File: config.mk
export PLATFORM = sky130hd
export DESIGN_NAME = i2c_req_arbiter
export DESIGN_NICKNAME = d
export VERILOG_FILES = /design/src/rtl/i2c_req_arbiter.sv
export SDC_FILE = /design/constraint.sdc
export NUM_CORES = 1
export LEC_CHECK = 0
export BUFFER_PORTS_ARGS = -buffer_cell sky130_fd_sc_hd__buf_4
export CORE_ASPECT_RATIO = 1.4
export CORE_MARGIN = 4
export CORE_UTILIZATION = 58
export CTS_BUF_LIST = sky130_fd_sc_hd__clkbuf_2 sky130_fd_sc_hd__clkbuf_4 sky130_fd_sc_hd__clkbuf_8
export CTS_CLUSTER_DIAMETER = 120
export CTS_CLUSTER_SIZE = 10
export DETAILED_ROUTE_END_ITERATION = 6
export PLACE_DENSITY = 0.88
export REMOVE_ABC_BUFFERS = 1
export SETUP_SLACK_MARGIN = 0.1
export SYNTH_ARGS = -nofsm -noshare
export SYNTH_HDL_FRONTEND = slang
export SYNTH_SLANG_ARGS = --single-unit
export TNS_END_PERCENT = 1
File: constraint.sdc
create_clock -name clk -period 3.4 [get_ports clk]
set_clock_uncertainty 0.2 [all_clocks]
set_input_delay 1.02 -clock clk [delete_from_list [all_inputs] [get_ports clk]]
set_output_delay 1.02 -clock clk [all_outputs]
set_load 0.01 [all_outputs]
File: src/rtl/i2c_req_arbiter.sv
// Round-robin arbiter that shares one i2c_master between N_REQ requesters,
// issuing one single-byte transaction per grant and returning data/status.
module i2c_req_arbiter #(
  parameter int N_REQ      = 4,
  parameter int CMD_HOLD   = 1200,
  parameter int TIMEOUT    = 50_000,
  parameter int GAP_CYCLES = 16
) (
  input  logic               clk,
  input  logic               rst,
  input  logic [N_REQ-1:0]   req,
  input  logic [N_REQ-1:0]   rnw,
  input  logic [7*N_REQ-1:0] req_addr,
  input  logic [8*N_REQ-1:0] req_wdata,
  output logic [N_REQ-1:0]   gnt,
  output logic [N_REQ-1:0]   resp_valid,
  output logic [7:0]         resp_rdata,
  output logic               resp_nack,
  output logic               resp_timeout,
  output logic               busy,
  output logic               m_write,
  output logic               m_read,
  output logic [6:0]         m_addr,
  output logic [7:0]         m_data_wr,
  input  logic [7:0]         m_data_rd,
  input  logic               m_done,
  input  logic               m_ack_error
);

  localparam int MAX_HT = (CMD_HOLD > TIMEOUT) ? CMD_HOLD : TIMEOUT;
  localparam int MAX_C  = (MAX_HT > GAP_CYCLES) ? MAX_HT : GAP_CYCLES;
  localparam int CW     = $clog2(MAX_C + 1);
  localparam int IW     = $clog2(N_REQ);

  localparam logic [CW-1:0] HOLD_LAST = CW'(CMD_HOLD - 1);
  localparam logic [CW-1:0] TO_LAST   = CW'(TIMEOUT - 1);
  // The IDLE cycle that precedes a grant completes the inter-transaction gap.
  localparam logic [CW-1:0] GAP_LAST  = CW'(GAP_CYCLES - 2);

  typedef enum logic [2:0] {
    ST_IDLE  = 3'd0,
    ST_ISSUE = 3'd1,
    ST_WAIT  = 3'd2,
    ST_RESP  = 3'd3,
    ST_GAP   = 3'd4
  } state_t;

  function automatic logic [CW-1:0] sat_inc(input logic [CW-1:0] v);
    if (v == {CW{1'b1}}) return v;
    else return v + CW'(1);
  endfunction

  // Returns {found, index}; lowest offset from p+1 (with wrap) wins.
  function automatic logic [IW:0] rr_pick(input logic [N_REQ-1:0] r, input logic [IW-1:0] p);
    logic [IW:0] res;
    int          idx;
    res = {(IW+1){1'b0}};
    for (int k = N_REQ; k >= 1; k--) begin
      idx = (int'(p) + k) % N_REQ;
      if (r[IW'(idx)]) res = {1'b1, IW'(idx)};
    end
    return res;
  endfunction

  function automatic logic [N_REQ-1:0] onehot(input logic [IW-1:0] i);
    logic [N_REQ-1:0] oh;
    oh = {N_REQ{1'b0}};
    oh[i] = 1'b1;
    return oh;
  endfunction

  state_t           state_r, state_s;
  logic [CW-1:0]    cnt_r, cnt_s, tcnt_r, tcnt_s;
  logic [IW-1:0]    ptr_r, ptr_s;
  logic             rnw_r, rnw_s;
  logic [N_REQ-1:0] gnt_r, gnt_s, resp_valid_r, resp_valid_s;
  logic [7:0]       resp_rdata_r, resp_rdata_s;
  logic             resp_nack_r, resp_nack_s, resp_timeout_r, resp_timeout_s;
  logic             busy_r, busy_s;
  logic             m_write_r, m_write_s, m_read_r, m_read_s;
  logic [6:0]       m_addr_r, m_addr_s;
  logic [7:0]       m_data_wr_r, m_data_wr_s;
  logic             done_d1_r, done_d2_r, done_d3_r;
  logic             done_rise_s;
  logic [IW:0]      pick_s;
  logic [IW-1:0]    win_s;
  logic             found_s;

  assign pick_s      = rr_pick(req, ptr_r);
  assign win_s       = pick_s[IW-1:0];
  assign found_s     = pick_s[IW];
  assign done_rise_s = done_d2_r & ~done_d3_r;

  // Synchronise the master's done (SCL domain) and keep the edge-detect flop.
  always_ff @(posedge clk) begin
    if (rst) begin
      done_d1_r <= 1'b0;
      done_d2_r <= 1'b0;
      done_d3_r <= 1'b0;
    end else begin
      done_d1_r <= m_done;
      done_d2_r <= done_d1_r;
      done_d3_r <= done_d2_r;
    end
  end

  // Next-state and next-output logic for the transaction sequencer.
  always_comb begin
    state_s        = state_r;
    cnt_s          = sat_inc(cnt_r);
    tcnt_s         = tcnt_r;
    ptr_s          = ptr_r;
    rnw_s          = rnw_r;
    gnt_s          = gnt_r;
    resp_valid_s   = {N_REQ{1'b0}};
    resp_rdata_s   = resp_rdata_r;
    resp_nack_s    = resp_nack_r;
    resp_timeout_s = resp_timeout_r;
    m_write_s      = m_write_r;
    m_read_s       = m_read_r;
    m_addr_s       = m_addr_r;
    m_data_wr_s    = m_data_wr_r;
    case (state_r)
      ST_IDLE: begin
        cnt_s  = {CW{1'b0}};
        tcnt_s = {CW{1'b0}};
        if (found_s) begin
          state_s     = ST_ISSUE;
          ptr_s       = win_s;
          rnw_s       = rnw[win_s];
          gnt_s       = onehot(win_s);
          m_addr_s    = req_addr[int'(win_s)*7 +: 7];
          m_data_wr_s = req_wdata[int'(win_s)*8 +: 8];
          m_write_s   = ~rnw[win_s];
          m_read_s    = rnw[win_s];
        end else begin
          state_s = ST_IDLE;
        end
      end
      ST_ISSUE: begin
        tcnt_s = sat_inc(tcnt_r);
        if (cnt_r >= HOLD_LAST) begin
          state_s   = ST_WAIT;
          m_write_s = 1'b0;
          m_read_s  = 1'b0;
        end else begin
          state_s = ST_ISSUE;
        end
      end
      ST_WAIT: begin
        tcnt_s = sat_inc(tcnt_r);
        if (done_rise_s) begin
          state_s        = ST_RESP;
          resp_valid_s   = gnt_r;
          resp_nack_s    = m_ack_error;
          resp_timeout_s = 1'b0;
          if (rnw_r) resp_rdata_s = m_data_rd;
          else resp_rdata_s = resp_rdata_r;
        end else if (tcnt_r >= TO_LAST) begin
          state_s        = ST_RESP;
          resp_valid_s   = gnt_r;
          resp_nack_s    = 1'b0;
          resp_timeout_s = 1'b1;
        end else begin
          state_s = ST_WAIT;
        end
      end
      ST_RESP: begin
        state_s = ST_GAP;
        gnt_s   = {N_REQ{1'b0}};
        cnt_s   = {CW{1'b0}};
      end
      ST_GAP: begin
        if (cnt_r >= GAP_LAST) state_s = ST_IDLE;
        else state_s = ST_GAP;
      end
      default: begin
        state_s   = ST_IDLE;
        gnt_s     = {N_REQ{1'b0}};
        m_write_s = 1'b0;
        m_read_s  = 1'b0;
      end
    endcase
    busy_s = (state_s != ST_IDLE);
  end

  // State and registered-output flops.
  always_ff @(posedge clk) begin
    if (rst) begin
      state_r        <= ST_IDLE;
      cnt_r          <= {CW{1'b0}};
      tcnt_r         <= {CW{1'b0}};
      ptr_r          <= IW'(N_REQ - 1);
      rnw_r          <= 1'b0;
      gnt_r          <= {N_REQ{1'b0}};
      resp_valid_r   <= {N_REQ{1'b0}};
      resp_rdata_r   <= 8'h00;
      resp_nack_r    <= 1'b0;
      resp_timeout_r <= 1'b0;
      busy_r         <= 1'b0;
      m_write_r      <= 1'b0;
      m_read_r       <= 1'b0;
      m_addr_r       <= 7'h00;
      m_data_wr_r    <= 8'h00;
    end else begin
      state_r        <= state_s;
      cnt_r          <= cnt_s;
      tcnt_r         <= tcnt_s;
      ptr_r          <= ptr_s;
      rnw_r          <= rnw_s;
      gnt_r          <= gnt_s;
      resp_valid_r   <= resp_valid_s;
      resp_rdata_r   <= resp_rdata_s;
      resp_nack_r    <= resp_nack_s;
      resp_timeout_r <= resp_timeout_s;
      busy_r         <= busy_s;
      m_write_r      <= m_write_s;
      m_read_r       <= m_read_s;
      m_addr_r       <= m_addr_s;
      m_data_wr_r    <= m_data_wr_s;
    end
  end

  assign gnt          = gnt_r;
  assign resp_valid   = resp_valid_r;
  assign resp_rdata   = resp_rdata_r;
  assign resp_nack    = resp_nack_r;
  assign resp_timeout = resp_timeout_r;
  assign busy         = busy_r;
  assign m_write      = m_write_r;
  assign m_read       = m_read_r;
  assign m_addr       = m_addr_r;
  assign m_data_wr    = m_data_wr_r;

endmodule

==> flow_metrics.env, run 1 <==
export IMPL_post_route_period_util=0.731
export IMPL_post_route_util=0.765
export IMPL_cp_top_family="compound AO/OA/AOI/OAI gates"
export IMPL_post_cts_resized=0
export IMPL_syn_area_per_cell_sq_um=8.64
export IMPL_highest_layer="met4"
export IMPL_firstDrtPassIters=4
export IMPL_final_common_cell="buf_4"
export IMPL_remaining_drc_errors=0
export IMPL_final_nets=651
export IMPL_cts_buffer_depth=2
export IMPL_gp_congestion=0.872
export IMPL_rows=35
export IMPL_met1_length_mm=4.08
export IMPL_power_density_nw_per_um2=428
export IMPL_hold_viol=0
export IMPL_synth_yosys_seq_area_share=0.384
export IMPL_maxCapViolations=0
export IMPL_syn_cell_area_sq_um=4010
export IMPL_drt_iter0_markers=197
export IMPL_worstPathCellList="buf_4, a21o_1, a31oi_1, nand2_2, a211oi_1, a211oi_1"
export IMPL_ctsHoldBuffers=0
export IMPL_grt_pass1_wl_mm=17.3
export IMPL_drive_above_1_share=0.267
export IMPL_irDropWorstVdd_v=0.000270
export IMPL_clk_pin_slew_ns=0.08
export IMPL_vias=3820
export IMPL_ys_types=61
export IMPL_holdWs_ns=0.257
export IMPL_route_met2_wl_mm=5.22
export IMPL_drv_slew=0
export IMPL_antenna_cells=0
export IMPL_crit_top_cell="a211oi_1"
export IMPL_die_area_sq_um=8330
export IMPL_ys_async_sr_fraction=0
export IMPL_path_buf_inv=1
export IMPL_cp_slowest_stage_delay_ns=0.44
export IMPL_grt_pass1_vias=3851
export IMPL_clock_sinks=77
export IMPL_htree_levels=3
export IMPL_drtAntennaViolNets=0
export IMPL_gr_total_overflow=0
export IMPL_synth_enable_flop_cells=0
export IMPL_wl_per_cell_um=15.4
export IMPL_die_h_um=106
export IMPL_area_growth_pct=27.0
export IMPL_port_buffers=115
export IMPL_ys_flop_type="dfxtp_1"
export IMPL_p_leak_nw=2.01
export IMPL_worstMarginPinSlew_ns=1.18
export IMPL_crit_type="in -> reg"
export IMPL_via_per_inst=5.74
export IMPL_wl_mm=10.2
export IMPL_hp_class="reg -> reg"
export IMPL_cts_made_buffers=9
export IMPL_route_met3_wl_um=733
export IMPL_antenna_found_initial=0
export IMPL_start_util=0.602
export IMPL_cts_root_buf="clkbuf_8"
export IMPL_core_area_sq_um=6660
export IMPL_slew_limit_headroom=0.215
export IMPL_die_x_um=78.3
export IMPL_cp_arrival_ns=2.49
export IMPL_tns_ns=0
export IMPL_io_pin_count=116
export IMPL_fin_crit_ns=2.49
export IMPL_dpl_hpwl_mm=7.81
export IMPL_critPathLaunchType="input port"
export IMPL_mostFrequentLayoutCells="buf_4 (120), dfxtp_1 (77), a211oi_1 (58), nor2_1 (50), inv_1 (27)"
export IMPL_status="complete, no violations"
export IMPL_rsz0062_at_grt="no"
export IMPL_worst_path_max_fanout=18
export IMPL_setup_violations=0
export IMPL_clock_latency_ns=0.35
export IMPL_cp_end_kind="flip-flop"
export IMPL_grt_start_max_net_pins=48
export IMPL_grt_util_all_layers=0.257
export IMPL_cts_setup_buffers=0
export IMPL_netlist_instances=464
export IMPL_yosysWarnings=0
export IMPL_critPathRequiredTime_ns=3.40
export IMPL_cts_tree="yes"
export IMPL_ff2ff_setup_slack_ns=0.97
export IMPL_fmax_mhz=402
export IMPL_cpMaxStageDelayCell="a31oi_1"
export IMPL_synth_seq_cells=77
-- power by group --
part	internal [mW]	switching, mW
Clock	0.357	0.335
Combinational	0.234	0.242
Sequential	0.960	0.0525
Total	1.55	0.629
-- metal layers --
layer / track usage / vias up
li1: - / 1891
met1: 0.291 / 1788
met2: 0.448 / 125
met3: 0.0831 / 16
met4: 0.0900 / 0
met5: 0 / -
-- stage by stage --
| stage | area, sq um | instances | power (mW) | worst slack [ns] |
|---|---|---|---|---|
| 2_1_floorplan | 3860 | 436 | 1.27 | 0.0767 |
| 3_3_place_gp | 4890 | 649 | 1.50 | 0.571 |
| 3_5_place_dp | 4890 | 649 | 1.51 | 0.509 |
| 4_1_cts | 5090 | 665 | 2.19 | 0.889 |
| 5_1_grt | 5090 | 665 | 2.28 | 0.760 |
| 6_report | 5090 | 665 | 2.18 | 0.913 |
-- cell families (layout without fill, tap and decap cells) --
family          count (synthesis)  count (layout)  synth area share
fa+ha+maj                       3               3           0.00936
buf+inv                        56             165            0.0643
compound gates                128             128             0.234
xor+xnor                       24              24            0.0524
mux                            19              19            0.0477
flops                          77              77             0.384
simple gates                  157             157             0.207
-- synth_stat cells (3+ instances only) --
| cell type | instances | share of area |
|---|---|---|
| o21ai_0 | 4 | 0.0050 |
| inv_1 | 27 | 0.025 |
| buf_4 | 3 | 0.0056 |
| a211oi_1 | 58 | 0.11 |
| clkbuf_1 | 16 | 0.015 |
| dfxtp_1 | 77 | 0.38 |
| or2_2 | 3 | 0.0047 |
| o211ai_1 | 4 | 0.0075 |
| buf_2 | 5 | 0.0062 |
| and2_1 | 4 | 0.0062 |
| nand3_1 | 19 | 0.024 |
| nand4_1 | 5 | 0.0078 |
| nand3b_1 | 5 | 0.0094 |
| nor4b_1 | 4 | 0.0087 |
| and3_1 | 3 | 0.0047 |
| o21bai_1 | 17 | 0.032 |
| nand2_1 | 21 | 0.020 |
| buf_6 | 4 | 0.011 |
| nor2_1 | 50 | 0.047 |
| nor2b_1 | 4 | 0.0062 |
| nand2b_1 | 5 | 0.0078 |
| nor3_1 | 9 | 0.011 |
| xnor2_1 | 23 | 0.050 |
| a21oi_1 | 18 | 0.022 |
| mux2i_1 | 18 | 0.045 |
| ha_1 | 3 | 0.0094 |
| nor4_1 | 9 | 0.014 |
| a22oi_1 | 3 | 0.0056 |
-- layout make-up --
class / instances / area, sq um
multi-input cells: 331 / 2210
fillers: 502 / 1560
flip-flops and latches: 77 / 1540
repair buffers: 121 / 921
clock buffers: 11 / 139
well taps: 92 / 115
inverters: 28 / 105
clock inverters: 5 / 61.3
-- worst reg2reg max path, cell delays in order, from the launching register on --
cell and delay, ns:
dfxtp_1 0.40, or3_4 0.47, or2_1 0.37, nor2_2 0.62, a22oi_1 0.20, nor2_1 0.12
-- state kept, by name (all words and copies together), names as in the netlist, 2 cells and up --
register / cells
cnt_r: 16
gnt: 4
m_addr: 7
m_data_wr: 8
ptr_r: 2
resp_rdata: 8
resp_valid: 4
state_r: 3
tcnt_r: 16
-- path summary, 6_finish.rpt --
path	startpoint	cells after the start	endpoint
worst max register to register	state_r[2]$_SDFF_PP0_	5	gnt[1]$_SDFFE_PP0P_
worst min register to register	done_d1_r$_SDFF_PP0_	1	done_d2_r$_SDFF_PP0_
worst max-delay path	req[0]	6	m_data_wr[1]$_SDFFE_PP0N_
worst min-delay path	done_d1_r$_SDFF_PP0_	1	done_d2_r$_SDFF_PP0_
No activity file was read; power rests on OpenSTA's default activity.
==> inputs of run 2 (changes only) <==
Settings changed: CORE_UTILIZATION 58 to 49, PLACE_DENSITY 0.88 to 0.79.
Clock period 3.4 ns to 2.1 ns, I/O delays scaled along.
==> run 2 against run 1 <==
Sequential power grew 61%. Final cell count is 7.4% higher. Via count increased by 4.4%. Die area rose by 17%.
==> flow_metrics.env, run 2 (synthesis results as in run 1) <==
export IMPL_status="complete, no violations"
export IMPL_regArea_sq_um=1540
export IMPL_drtAntennaViolNets=0
export IMPL_pwr_share_clk=0.316
export IMPL_drt_iter0_markers=182
export IMPL_netSwitchingPower_mw=1.04
export IMPL_fmax_mhz=497
export IMPL_dp_cells=693
export IMPL_via_per_inst=5.59
export IMPL_path_buf_inv=1
export IMPL_clock_latency_ns=0.35
export IMPL_power_density_nw_per_um2=667
export IMPL_critPathRequiredTime_ns=2.18
export IMPL_grt_use_met1=0.241
export IMPL_p_seq_frac=0.441
export IMPL_p_leak_nw=2.25
export IMPL_start_util=0.511
export IMPL_wl_mm=10.7
export IMPL_worstMarginPinSlew_ns=0.540
export IMPL_final_nets=692
export IMPL_use_met2=0.395
export IMPL_rows=38
export IMPL_irDropWorstVdd_v=0.000573
export IMPL_hold_viol=0
export IMPL_swShare=0.283
export IMPL_die_x_um=84.5
export IMPL_drive_above_1_share=0.339
export IMPL_cp_arrival_ns=2.09
export IMPL_rsz0062_at_grt="yes"
export IMPL_grt_util_all_layers=0.221
export IMPL_setup_violations=0
export IMPL_hp_class="reg -> reg"
export IMPL_final_cells=714
export IMPL_crit_type="reg -> reg"
export IMPL_cts_root_buf="clkbuf_8"
export IMPL_area_growth_pct=38.0
export IMPL_tns_ns=0
export IMPL_fin_crit_ns=2.01
export IMPL_io_pin_count=116
export IMPL_grt_start_max_net_pins=42
export IMPL_cp_end_kind="flip-flop"
export IMPL_critPathLaunchType="flip-flop"
export IMPL_comb_power_share=0.243
export IMPL_final_common_cell="buf_4"
export IMPL_cts_buffer_depth=2
export IMPL_wl_per_cell_um=14.9
export IMPL_post_route_util=0.705
export IMPL_firstDrtPassIters=4
export IMPL_power_total_mw=3.69
export IMPL_cp_top_family="simple AND/OR/NAND/NOR gates"
export IMPL_htree_levels=3
export IMPL_top_regs="cnt_r x16, tcnt_r x16"
export IMPL_fillers=636
export IMPL_drv_slew=0
export IMPL_antenna_cells=0
export IMPL_gr_total_overflow=0
export IMPL_ctsHoldBuffers=0
export IMPL_grt_pass1_wl_mm=17.6
export IMPL_cts_tree="yes"
export IMPL_grt_use_met3=0.0703
export IMPL_vias=3989
export IMPL_grt_pass1_vias=3944
export IMPL_worstPathCellList="or3_4, or2_4, buf_4, or3_1, o211ai_1"
export IMPL_gp_congestion=0.936
export IMPL_slew_limit_headroom=0.631
export IMPL_remaining_drc_errors=0
export IMPL_cpMaxStageDelayCell="or3_4"
export IMPL_mostFrequentLayoutCells="buf_4 (158), dfxtp_1 (75), a211oi_1 (58), nor2_1 (48), inv_1 (27)"
export IMPL_port_buffers=115
export IMPL_cts_made_buffers=9
export IMPL_worst_path_max_fanout=6
export IMPL_cp_slowest_stage_delay_ns=0.43
export IMPL_antenna_found_initial=0
export IMPL_clk_pin_slew_ns=0.08
export IMPL_internal_power_mw=2.65
export IMPL_dpl_hpwl_mm=8.17
export IMPL_die_area_sq_um=9720
export IMPL_core_area_sq_um=7850
export IMPL_post_route_period_util=0.959
export IMPL_clock_sinks=77
export IMPL_die_h_um=115
export IMPL_multi_input_area_sq_um=2280
export IMPL_maxCapViolations=0
export IMPL_top_usage_layer="met2"
==> run 2: power groups by stage <==
stage / registers, mW / clock network [mW] / logic [mW]
detailed placement: 1.66 / 0 / 0.897
global placement: 1.65 / 0 / 0.880
floorplan: 1.68 / 0 / 0.378
CTS: 1.62 / 1.19 / 0.898
global route: 1.64 / 1.24 / 0.981
finish: 1.63 / 1.17 / 0.895
==> run 2: area by class of cell <==
type                            count  share of cell area
Clock inverter                      5              0.0104
Multi-Input combinational cell    331               0.413
Timing Repair Buffer              162               0.229
Sequential cell                    77               0.279
Inverter                           28              0.0190
Tap cell                          100              0.0226
Clock buffer                       11              0.0274
==> run 2: routing by layer <==
| metal | up-vias | wire length (um) |
|---|---|---|
| met4 | 0 | 250 |
| met1 | 1841 | 4210 |
| met2 | 145 | 5420 |
| met5 | - | 0 |
| li1 | 1980 | - |
| met3 | 23 | 780 |
==> run 2: worst reg2reg max path: cells and delay by family (launching register included) <==
| kind | cells | cell delay (ns) |
|---|---|---|
| AO/OA/AOI/OAI | 1 | 0.17 |
| buffers and inverters | 1 | 0.16 |
| flip-flops | 1 | 0.32 |
| AND/OR/NAND/NOR | 3 | 1.08 |
==> run 2: stage by stage <==
stage	hold WS [ns]	cell area [sq um]	worst slack [ns]
6_report	0.244	5530	0.0860
5_1_grt	0.261	5530	-0.0152
4_1_cts	0.253	5420	0.0431
3_5_place_dp	0.234	5210	-0.220
3_3_place_gp	0.222	5210	-0.164
2_1_floorplan	0.214	3860	-0.833
==> run 2: timing repair <==
action,4_1_cts,5_1_grt
endpoints found under the setup margin,9,41
pin swaps,1,7
resized for setup,1,16
setup buffers,0,5
==> run 2: final timing paths <==
kind                                            start              endpoint  slack [ns]  cells past startpoint
worst max-delay path            state_r[2]$_SDFF_PP0_    rnw_r$_SDFFE_PP0N_        0.09                      5
worst min-delay path             done_d1_r$_SDFF_PP0_  done_d2_r$_SDFF_PP0_        0.24                      1
worst max register to register  state_r[2]$_SDFF_PP0_    rnw_r$_SDFFE_PP0N_        0.09                      5
worst min register to register   done_d1_r$_SDFF_PP0_  done_d2_r$_SDFF_PP0_        0.24                      1
